--- src/rtl/pdm_dac.sv ---
// pdm_dac: interpolating sigma-delta PDM DAC with valid/ready sample input.
// Define PDM_ORDER2_EN to replace the 1st-order modulator with a saturating 2nd-order one.
module pdm_dac #(
    parameter int RESOLUTION = 8,
    parameter int RATE_LOG2  = 2
) (
    input  logic                  clk,
    input  logic                  reset_n,
    input  logic [RESOLUTION-1:0] sample,
    input  logic                  sample_valid,
    output logic                  sample_ready,
    output logic                  pdm,
    output logic                  underrun
);
    localparam int PW = (RATE_LOG2 > 0) ? RATE_LOG2 : 1;
    localparam int AW = RESOLUTION + RATE_LOG2;
    localparam int DW = RESOLUTION + 1;

    logic [PW-1:0]            phase;
    logic                     tick;
    logic                     full;
    logic                     accept;
    logic [RESOLUTION-1:0]    pending;
    logic [RESOLUTION-1:0]    target;
    logic [RESOLUTION-1:0]    x;
    logic signed [DW-1:0]     delta;
    logic signed [DW-1:0]     delta_nxt;
    logic [AW-1:0]            delta_ext;
    logic [AW-1:0]            acc;

    assign tick         = (RATE_LOG2 == 0) || (&phase);
    assign sample_ready = !full || tick;
    assign accept       = sample_valid && sample_ready;
    assign underrun     = tick && !full;

    // The new slope is applied on the tick edge itself, so acc lands on target<<RATE_LOG2 at the next tick.
    assign delta_nxt = tick ? (full ? $signed({1'b0, pending}) - $signed({1'b0, target}) : '0) : delta;
    assign delta_ext = AW'(delta_nxt);
    assign x         = acc[AW-1:RATE_LOG2];

    always_ff @(posedge clk or negedge reset_n) begin
        if (!reset_n) begin
            phase   <= '0;
            full    <= 1'b0;
            pending <= '0;
            target  <= '0;
            delta   <= '0;
            acc     <= '0;
        end else begin
            phase   <= (RATE_LOG2 == 0) ? '0 : phase + 1'b1;
            full    <= accept || (full && !tick);
            pending <= accept ? sample : pending;
            target  <= (tick && full) ? pending : target;
            delta   <= delta_nxt;
            acc     <= acc + delta_ext;
        end
    end

`ifdef PDM_ORDER2_EN
    localparam int IW = RESOLUTION + 3;
    localparam logic signed [IW+1:0] LIM  = (IW+2)'(2 ** (RESOLUTION + 1));
    localparam logic signed [IW+1:0] NLIM = -LIM;
    localparam logic signed [IW+1:0] FS   = (IW+2)'(2 ** RESOLUTION);

    logic signed [IW-1:0] i1;
    logic signed [IW-1:0] i2;
    logic signed [IW-1:0] i1_nxt;
    logic signed [IW-1:0] i2_nxt;
    logic signed [IW+1:0] xs;
    logic signed [IW+1:0] fb;
    logic signed [IW+1:0] i1w;
    logic signed [IW+1:0] i2w;

    function automatic logic signed [IW-1:0] sat(input logic signed [IW+1:0] v);
        return (v > LIM) ? LIM[IW-1:0] : (v < NLIM) ? NLIM[IW-1:0] : v[IW-1:0];
    endfunction

    assign xs     = {{(IW+2-RESOLUTION){1'b0}}, x};
    assign fb     = pdm ? FS : '0;
    assign i1w    = i1 + xs - fb;
    assign i1_nxt = sat(i1w);
    assign i2w    = i2 + i1_nxt - fb;
    assign i2_nxt = sat(i2w);

    always_ff @(posedge clk or negedge reset_n) begin
        if (!reset_n) begin
            i1  <= '0;
            i2  <= '0;
            pdm <= 1'b0;
        end else begin
            i1  <= i1_nxt;
            i2  <= i2_nxt;
            pdm <= !i2_nxt[IW-1];
        end
    end
`else
    logic [RESOLUTION-1:0] sigma;
    logic [RESOLUTION:0]   sum1;

    assign sum1 = {1'b0, sigma} + {1'b0, x};

    always_ff @(posedge clk or negedge reset_n) begin
        if (!reset_n) begin
            sigma <= '0;
            pdm   <= 1'b0;
        end else begin
            sigma <= sum1[RESOLUTION-1:0];
            pdm   <= sum1[RESOLUTION];
        end
    end
`endif
endmodule

--- config.mk ---
export PLATFORM = sky130hd
export DESIGN_NAME = pdm_dac
export DESIGN_NICKNAME = d
export VERILOG_FILES = /design/src/rtl/pdm_dac.sv
export SDC_FILE = /design/constraint.sdc
export NUM_CORES = 1
export LEC_CHECK = 0
export ABC_AREA = 1
export CORE_UTILIZATION = 59
export DETAILED_ROUTE_END_ITERATION = 7
export PLACE_DENSITY = 0.88
export REMOVE_ABC_BUFFERS = 1
export SYNTH_ARGS = -nofsm -noshare
export SYNTH_HDL_FRONTEND = slang
export SYNTH_SLANG_ARGS = --single-unit
--- constraint.sdc ---
create_clock -name clk -period 2.7 [get_ports clk]
set_input_delay 0.27 -clock clk [delete_from_list [all_inputs] [get_ports clk]]
set_output_delay 0.27 -clock clk [all_outputs]
set_load 0.05 [all_outputs]
-- After elaboration in Yosys (flattened, before gate mapping)
Index checks and enable logic that the tools add are counted.
- register bits: 47
- input bits: 11
- output and inout bits: 3
- $add $sub $neg: 4
- multiplexer cells: 2
- reductions and logical operators: 9
- operators with widths (kind ; count):
    two-way mux 9 bit ; 2
    adder 10 bit ; 1
    adder 8 x 8 -> 9 bit ; 1
    subtractor 8 x 8 -> 9 bit ; 1
    logical AND 1 bit ; 4
    adder 2 x 1 -> 2 bit (second input constant) ; 1
    zero test 1 bit ; 2
    logical OR 1 bit ; 2
    AND reduction 2 bit ; 1

-- Logic depth before layout (Yosys ltp)
Gate-level depths: netlist (run 1).
- depth after elaboration: 4
- gate-level depth with buffers: 21
- depth with buffers taken out: 21

-- Worst setup path before layout (run 1)
OpenSTA, ideal clock, no wires.
- kind: register -> register
- start: register pending[0]
- end: register acc[7]
- data arrival time: 2.328 ns
- data required time: 2.578 ns
- setup slack: 0.250 ns
- cell stages (with the launch flop): 17
- period minus slack after synthesis: 2.450 ns
- cells stage by stage: dfrtp_1 inv_1 ha_1 inv_1 fa_1 nand3_1 nand2_2 nand2_1 nand2_1 o21ai_0 ha_1 a21oi_1 nand2_1 a21oi_1 o21ai_0 nand2_1 nand2_1
- cells in the longest elaborated chain, start to end: 4
- RTL lines (what ; line ; source):
    start: declaration ; 23 ; logic [RESOLUTION-1:0] pending;
    start signal: assignment ; 52 ; pending <= accept ? sample : pending;
    subtractor 8 x 8 -> 9 bit ; 37 ; assign delta_nxt = tick ? (full ? $signed({1'b0, pending}) - $signed({1'b0, target}) : '0) : delta;
    two-way mux 9 bit (2 in series) ; 37 ;
    via delta_nxt[4] ; 27 ; logic signed [DW-1:0] delta_nxt;
    adder 10 bit ; 55 ; acc <= acc + delta_ext;
    end signal: assignment ; 55 ;
    end: declaration ; 29 ; logic [AW-1:0] acc;
The timed path passes the listed nets, and every way through them passes these cells.
A chain may end at the register's enable or synchronous reset.

-- Final worst setup path (run 1)
Ends and elaborated chain as after synthesis.

==> results of run 1 <==
## worst paths after layout
kind,startpoint,end,cells past startpoint
worst max-delay path,pending[0]$_DFFE_PN0P_,acc[7]$_DFF_PN0_,18
worst min-delay path,reset_n,phase[0]$_DFF_PN0_,1
worst max register to register,pending[0]$_DFFE_PN0P_,acc[7]$_DFF_PN0_,18
worst min register to register,phase[0]$_DFF_PN0_,phase[0]$_DFF_PN0_,1
max in group asynchronous,reset_n,pending[1]$_DFFE_PN0P_,1
min in group clk,phase[0]$_DFF_PN0_,phase[0]$_DFF_PN0_,1
## kinds of logic after synthesis
kind of cell	Yosys count	share of synthesized area, %
and+or+nand+nor	124	19.8
DFF	47	44.7
buffers and inverters	42	6.37
AOI/OAI and AO/OA	38	8.22
adders and majority gates	29	14.6
xor gates and xnor gates	10	3.33
muxes	7	2.99
## metrics by stage
step                      worst slack [ns]  instance area (um2)  utilization [%]
after floorplan                      0.238                 2610                -
after global placement              0.0819                 2810             67.7
after detailed placement           -0.0115                 2810             67.7
after CTS                           0.0212                 2920             70.5
after global routing               -0.0137                 3030             73.1
final                                0.159                 3030             73.1
## per-layer routing
layer / global-route usage, % / vias up / part of all wire, %
met5: 0 / - / 0
li1: - / 998 / -
met1: 29.8 / 958 / 45
met2: 40.7 / 37 / 50
met3: 4.77 / 11 / 2.9
met4: 11.5 / 0 / 1.9
## cell type report
class / instances / share of cell area [%]
multi-input cells: 208 / 45.3
flip-flops and latches: 47 / 38.9
well taps: 50 / 2.07
repair buffers: 17 / 5.12
inverters: 39 / 4.83
clock inverters: 3 / 1.57
clock buffers: 5 / 2.27
## what timing repair did
item                       CTS  global route
setup endpoints to repair    1             4
cloned                       0             0
setup buffers                0             3
gates resized for setup      2            21
pin swaps                    0             7
## report_power, final
part	switching [uW]	leakage [uW]	internal, uW
registers	136	0.000546	982
clock network	253	0.0000587	281
logic	1250	0.000929	892
total	1640	0.00153	2150
## flip-flops by register name, summed over array words and instances, names as in the netlist
| name | count |
|---|---|
| delta | 9 |
| phase | 2 |
| pdm | 1 |
| pending | 8 |
| acc | 10 |
| full | 1 |
| target | 8 |
| sigma | 8 |
## cell usage after synthesis, drive strengths merged
cell type,n,share of area (%)
a21boi,1,0.29
a21o,3,0.86
a21oi,14,2.7
a22o,1,0.33
buf,3,0.81
dfrtp,47,45
fa,3,2.3
ha,26,12
inv,39,5.6
mux2,7,3.0
nand2,84,12
nand3,19,3.6
nand3b,1,0.29
nand4,3,0.71
nor2,17,2.7
o2111ai,1,0.33
o211ai,1,0.29
o21ai,16,3.2
o21bai,1,0.29
xnor2,3,1.0
xor2,7,2.3
==> parameters.txt, run 1 <==
Parameter                              Value

STA
  Fin. max-slew vios    0
  Smallest hold slack    0.120 ns
  Final Hold Vio Count    0
  Min cycle time layout    2.54 ns
  Setup repair after global routing missed its margin    true
  Normalized max-slew margin    32.5%
  Worst clock skew on the final layout    0.0144 ns
  Setup Total Neg Slack    0 ns
  Worst Max-Slew Pin Slew    1.01 ns
  Number of failing setup endpoints in the final timing report    0
  Share of the clock period used by the worst path after layout    94.1%
  Highest achievable clock rate    394 MHz

Logic synthesis
  Instance count of the mapped netlist    297
  Yosys synthesis warning count    0
  Post-synthesis sequential element count    47
  Sequential area share after synthesis    44.7%
  Average cell area after synthesis    8.86 um2
  Number of distinct library cells after synthesis    25
  Synthesized cell area    2630 um2

Pwr
  Maximum vdd ir drop    0.000769 V
  Power per standard cell area    1250 nW/um2
  Total Power    3790 uW
  Leakage power    0.00153 uW

Finish
  Layout cells sized above 1    14.4%
  Count of placed standard cells in the final layout, fillers left out    369
  Most common library cell in the layout ignoring fill and taps    sky130_fd_sc_hd__nand2_1
  Layout Area Growth over Synthesis    15.1%
  Diode count    0
  Commonest non-fill, non-tap cells in the layout    75 x sky130_fd_sc_hd__nand2_1, 46 x sky130_fd_sc_hd__dfrtp_1, 38 x sky130_fd_sc_hd__inv_1
  Area of the multi-input gates    1370 um2
  Total of fill cells in the finished design    297
  Area taken by flip-flops and latches    1180 um2
  Number of nets in the layout    358

Placement
  Placed cell count    358
  Final HPWL from detailed placement    3.43 mm
  Count of buffers from port buffering    13
  Gpl congestion    0.900

GRT
  Number of global-route vias before repair    1982
  Initial antenna violation count    0
  Total global-route track usage    24.2%
  Pin count of the biggest net entering global routing    48
  Overflow left after global routing    0
  First-pass GRT wire length    8.30 mm

Floorplanning
  Total core area    4140 um2
  Die W    68.8 um
  Row Count    23
  I/O pins    14
  Die area    4730 um2
  Starting density of the core    63.5%
  Overall die height    68.8 um

Worst setup path
  Top Family by Delay on Critical Path    adder cells
  Total buffers and inverters traversed by the critical path    3
  Crit path cell chain    inv_2, ha_1, inv_1, fa_2, nand3_2, nand2_4, nand2_1, nand2_1, o21ai_2, ha_1, nand2_2, inv_1, nand2_1, nand2_1, a21oi_2, o21ai_0, nand2_1, nand2_1
  Arrival time of data at the critical path endpoint    2.74 ns
  Category of the worst setup path capture point    flop
  Most common cell type on the critical path    sky130_fd_sc_hd__nand2_1
  Worst setup SP type    flop
  Largest stage delay on the critical path    0.39 ns
  Highest net fanout along the worst path    4
  Critical setup path kind    flop to flop
  CP required    2.90 ns
  Crit path max-delay cell type    sky130_fd_sc_hd__fa_2
  Setup slack on the worst flop-to-flop path    0.16 ns

Detailed routing
  Residual antenna-violating net count after detailed routing    0
  Average wire length per cell after detail routing    13.7 um
  Via count    2004
  DRC viols    0
  WL final    5.06 mm
  Via/cell ratio    5.43
  Drt first pass iters    4
  DRC violation total after the first TritonRoute iteration    122

Clocking
  Clk pin slew, worst setup/hold paths    0.10 ns
  Level count of the clock H-tree    2
  Clock root buffer master    sky130_fd_sc_hd__clkbuf_8
  Clk Latency, worst-skew pair    0.31 ns
  Inserted Clock Buffers    5
  CTS hold repair buffers    0
  Total clock sinks    47
  Number of buffers on the longest clock path    2
  Clock tree from TritonCTS    built

Status
  Run status    finished clean

Job
  Max-Cap Viols    0

Hold path
  Min-Delay Path Class    input port to asynchronous set/reset pin
(Power assumes the default switching activity.)
==> run 2, diff against run 1 <==
--- a/config.mk
+++ b/config.mk
@@ -8,7 +8,8 @@
 export ABC_AREA = 1
 export CORE_UTILIZATION = 59
 export DETAILED_ROUTE_END_ITERATION = 7
-export PLACE_DENSITY = 0.88
+export DONT_BUFFER_PORTS = 1
+export PLACE_DENSITY = 0.84
 export REMOVE_ABC_BUFFERS = 1
 export SYNTH_ARGS = -nofsm -noshare
 export SYNTH_HDL_FRONTEND = slang
==> constraint.sdc (replaced) <==
create_clock -name clk -period 2.45 [get_ports clk]
set_input_delay 0.245 -clock clk [delete_from_list [all_inputs] [get_ports clk]]
set_output_delay 0.245 -clock clk [all_outputs]
set_load 0.05 [all_outputs]
==> parameters.txt, run 2 (synthesized netlist as in run 1, its figures left out) <==
Parameter                              Value

Placement
  Placed cell count    358 (unchanged)
  Gpl congestion    0.860 (-4.4%)
  Dpl ws    -0.237 ns (-0.226 ns)
  Final HPWL from detailed placement    3.44 mm (+0.40%)
  Count of buffers from port buffering    0 (-13)

STA
  Highest achievable clock rate    395 MHz (+0.23%)
  Smallest hold slack    0.0325 ns (-0.0872 ns)
  Worst clock skew on the final layout    0.0102 ns (-0.00420 ns)
  Share of the clock period used by the worst path after layout    103% (+9.4 points)
  Setup repair after global routing missed its margin    true
  Fin. max-slew vios    0 (unchanged)
  Min cycle time layout    2.53 ns (-0.00589 ns)
  Worst Slack Setup Final    -0.0848 ns (-0.244 ns)
  Final Hold Vio Count    0 (unchanged)
  Normalized max-slew margin    70.7% (+38 points)
  Worst Max-Slew Pin Slew    0.439 ns (-0.573 ns)
  Number of failing setup endpoints in the final timing report    4 (+4)

Pwr
  Total Power    4520 uW (+19%)
  Maximum vdd ir drop    0.000711 V (-7.6%)
  Flop pwr share    28.2% (-1.2 points)
  Power per standard cell area    1440 nW/um2 (+15%)
  Design internal power    2500 uW (+16%)
  Clock power frac    10.7% (-3.4 points)
  Logic gate share of total power    61.1% (+4.6 points)
  Sw frac    44.6% (+1.4 points)
  Leakage power    0.00155 uW (+1.2%)
  Switching power total    2010 uW (+23%)

Finish
  Most common library cell in the layout ignoring fill and taps    sky130_fd_sc_hd__nand2_1
  Commonest non-fill, non-tap cells in the layout    69 x sky130_fd_sc_hd__nand2_1, 46 x sky130_fd_sc_hd__dfrtp_1, 34 x sky130_fd_sc_hd__inv_1
  Number of flip-flops in the largest register    10 (unchanged)
  Diode count    0 (unchanged)
  Post-layout utilization of the core    75.6% (+2.5 points)
  Register bank with the most flops    acc
  Count of placed standard cells in the final layout, fillers left out    371 (+0.54%)
  Layout cells sized above 1    25.2% (+11 points)
  Layout Area Growth over Synthesis    19.0%
  Registers with the most flip-flops    acc x10, delta x9
  Number of nets in the layout    360 (+0.56%)

Detailed routing
  Average wire length per cell after detail routing    16.0 um (+17%)
  Residual antenna-violating net count after detailed routing    0 (unchanged)
  Via count    2181 (+8.8%)
  DRC violation total after the first TritonRoute iteration    239 (+96%)
  Drt first pass iters    5 (+1)
  DRC viols    0 (unchanged)
  WL final    5.93 mm (+17%)
  Via/cell ratio    5.88 (+8.2%)

Clocking
  Clock root buffer master    sky130_fd_sc_hd__clkbuf_8
  Clk Latency, worst-skew pair    0.31 ns (about the same)
  Number of buffers on the longest clock path    2 (unchanged)
  Inserted Clock Buffers    5 (unchanged)
  Level count of the clock H-tree    2 (unchanged)
  Total clock sinks    47 (unchanged)
  Clock tree from TritonCTS    built
  Clk pin slew, worst setup/hold paths    0.09 ns (about the same)

Floorplanning
  Total core area    4140 um2 (unchanged)
  I/O pins    14 (unchanged)
  Row Count    23 (unchanged)
  Overall die height    68.8 um (unchanged)
  Starting density of the core    63.5% (unchanged)
  Die W    68.8 um (unchanged)
  Die area    4730 um2 (unchanged)

Worst setup path
  Total buffers and inverters traversed by the critical path    5 (+2)
  Top Family by Delay on Critical Path    adder cells
  CP required    2.65 ns (-0.25 ns)
  Critical setup path kind    flop to flop
  Crit path cell chain    inv_2, ha_4, inv_2, fa_2, buf_4, nor2_1, o21ai_2, ha_4, buf_4, nand2_1, nor2_2, nand3_2, nand3_2, inv_1, nand3_1, nand2_1
  Highest net fanout along the worst path    4 (unchanged)
  Category of the worst setup path capture point    flop
  Arrival time of data at the critical path endpoint    2.73 ns (about the same)
  Largest stage delay on the critical path    0.38 ns (about the same)
  Crit path max-delay cell type    sky130_fd_sc_hd__dfrtp_1
  Worst setup SP type    flop

Status
  Run status    finished with violations
  Violations in the final reports    negative setup slack

GRT
  Total global-route track usage    24.1% (-0.11 points)
  Initial antenna violation count    0 (unchanged)
  First-pass GRT wire length    8.28 mm (-0.24%)
  Pin count of the biggest net entering global routing    48 (unchanged)
  Number of global-route vias before repair    1915 (-3.4%)
  Overflow left after global routing    0 (unchanged)

Hold path
  Min-Delay Path Class    input port to flop

Job
  Max-Cap Viols    0 (unchanged)
## run 2: path summary, 6_finish.rpt
kind | from | end | slack (ns) | cells past startpoint
max in group asynchronous | reset_n | sigma[1]$_DFF_PN0_ | 1.78 | 2
hold / removal | sample_valid | full$_DFF_PN0_ | 0.03 | 2
setup / recovery | pending[0]$_DFFE_PN0P_ | acc[9]$_DFF_PN0_ | -0.08 | 16
hold reg to reg | phase[0]$_DFF_PN0_ | phase[0]$_DFF_PN0_ | 0.44 | 1
setup reg to reg | pending[0]$_DFFE_PN0P_ | acc[9]$_DFF_PN0_ | -0.08 | 16
min in group asynchronous | reset_n | pending[3]$_DFFE_PN0P_ | 0.45 | 2
## run 2: power by group through the flow
| stage | registers, uW | logic (uW) | clock network (uW) |
|---|---|---|---|
| 6_report | 1270 | 2760 | 484 |
| 5_1_grt | 1300 | 3060 | 513 |
| 4_1_cts | 1260 | 2380 | 486 |
| 3_5_place_dp | 1260 | 2150 | 0 |
| 3_3_place_gp | 1250 | 2060 | 0 |
| 2_1_floorplan | 1220 | 1660 | 0 |
## run 2: area by class of cell
type,instances,area [um2]
clock inverter,2,17.5
tap,50,62.6
inverter,39,146
sequential,47,1180
multi-input combinational,208,1490
clock buffer,6,72.6
fill,266,1010
timing repair buffer,19,165
## run 2: timing repair
item	4_1_cts	5_1_grt
setup endpoints to repair	5	5
buffers inserted	1	2
gates resized for setup	24	24
hold buffers	2	0
pin swaps	10	11
hold endpoints to repair	47	0
## run 2: metrics by stage
step                TNS, ns  cell area (um2)
finish               -0.204             3130
global placement     -0.333             2780
floorplan           -0.0115             2610
global route         -0.961             3130
CTS                       0             3000
detailed placement   -0.642             2780
## run 2: routing by layer
layer  vias to the layer above  part of all wire (%)  GRT usage (%)
met5                         -                     0              0
met1                      1054                    40           30.6
met2                       103                    50           40.4
met3                        21                   6.3           5.43
met4                         0                   3.1           8.42
li1                       1003                     -              -
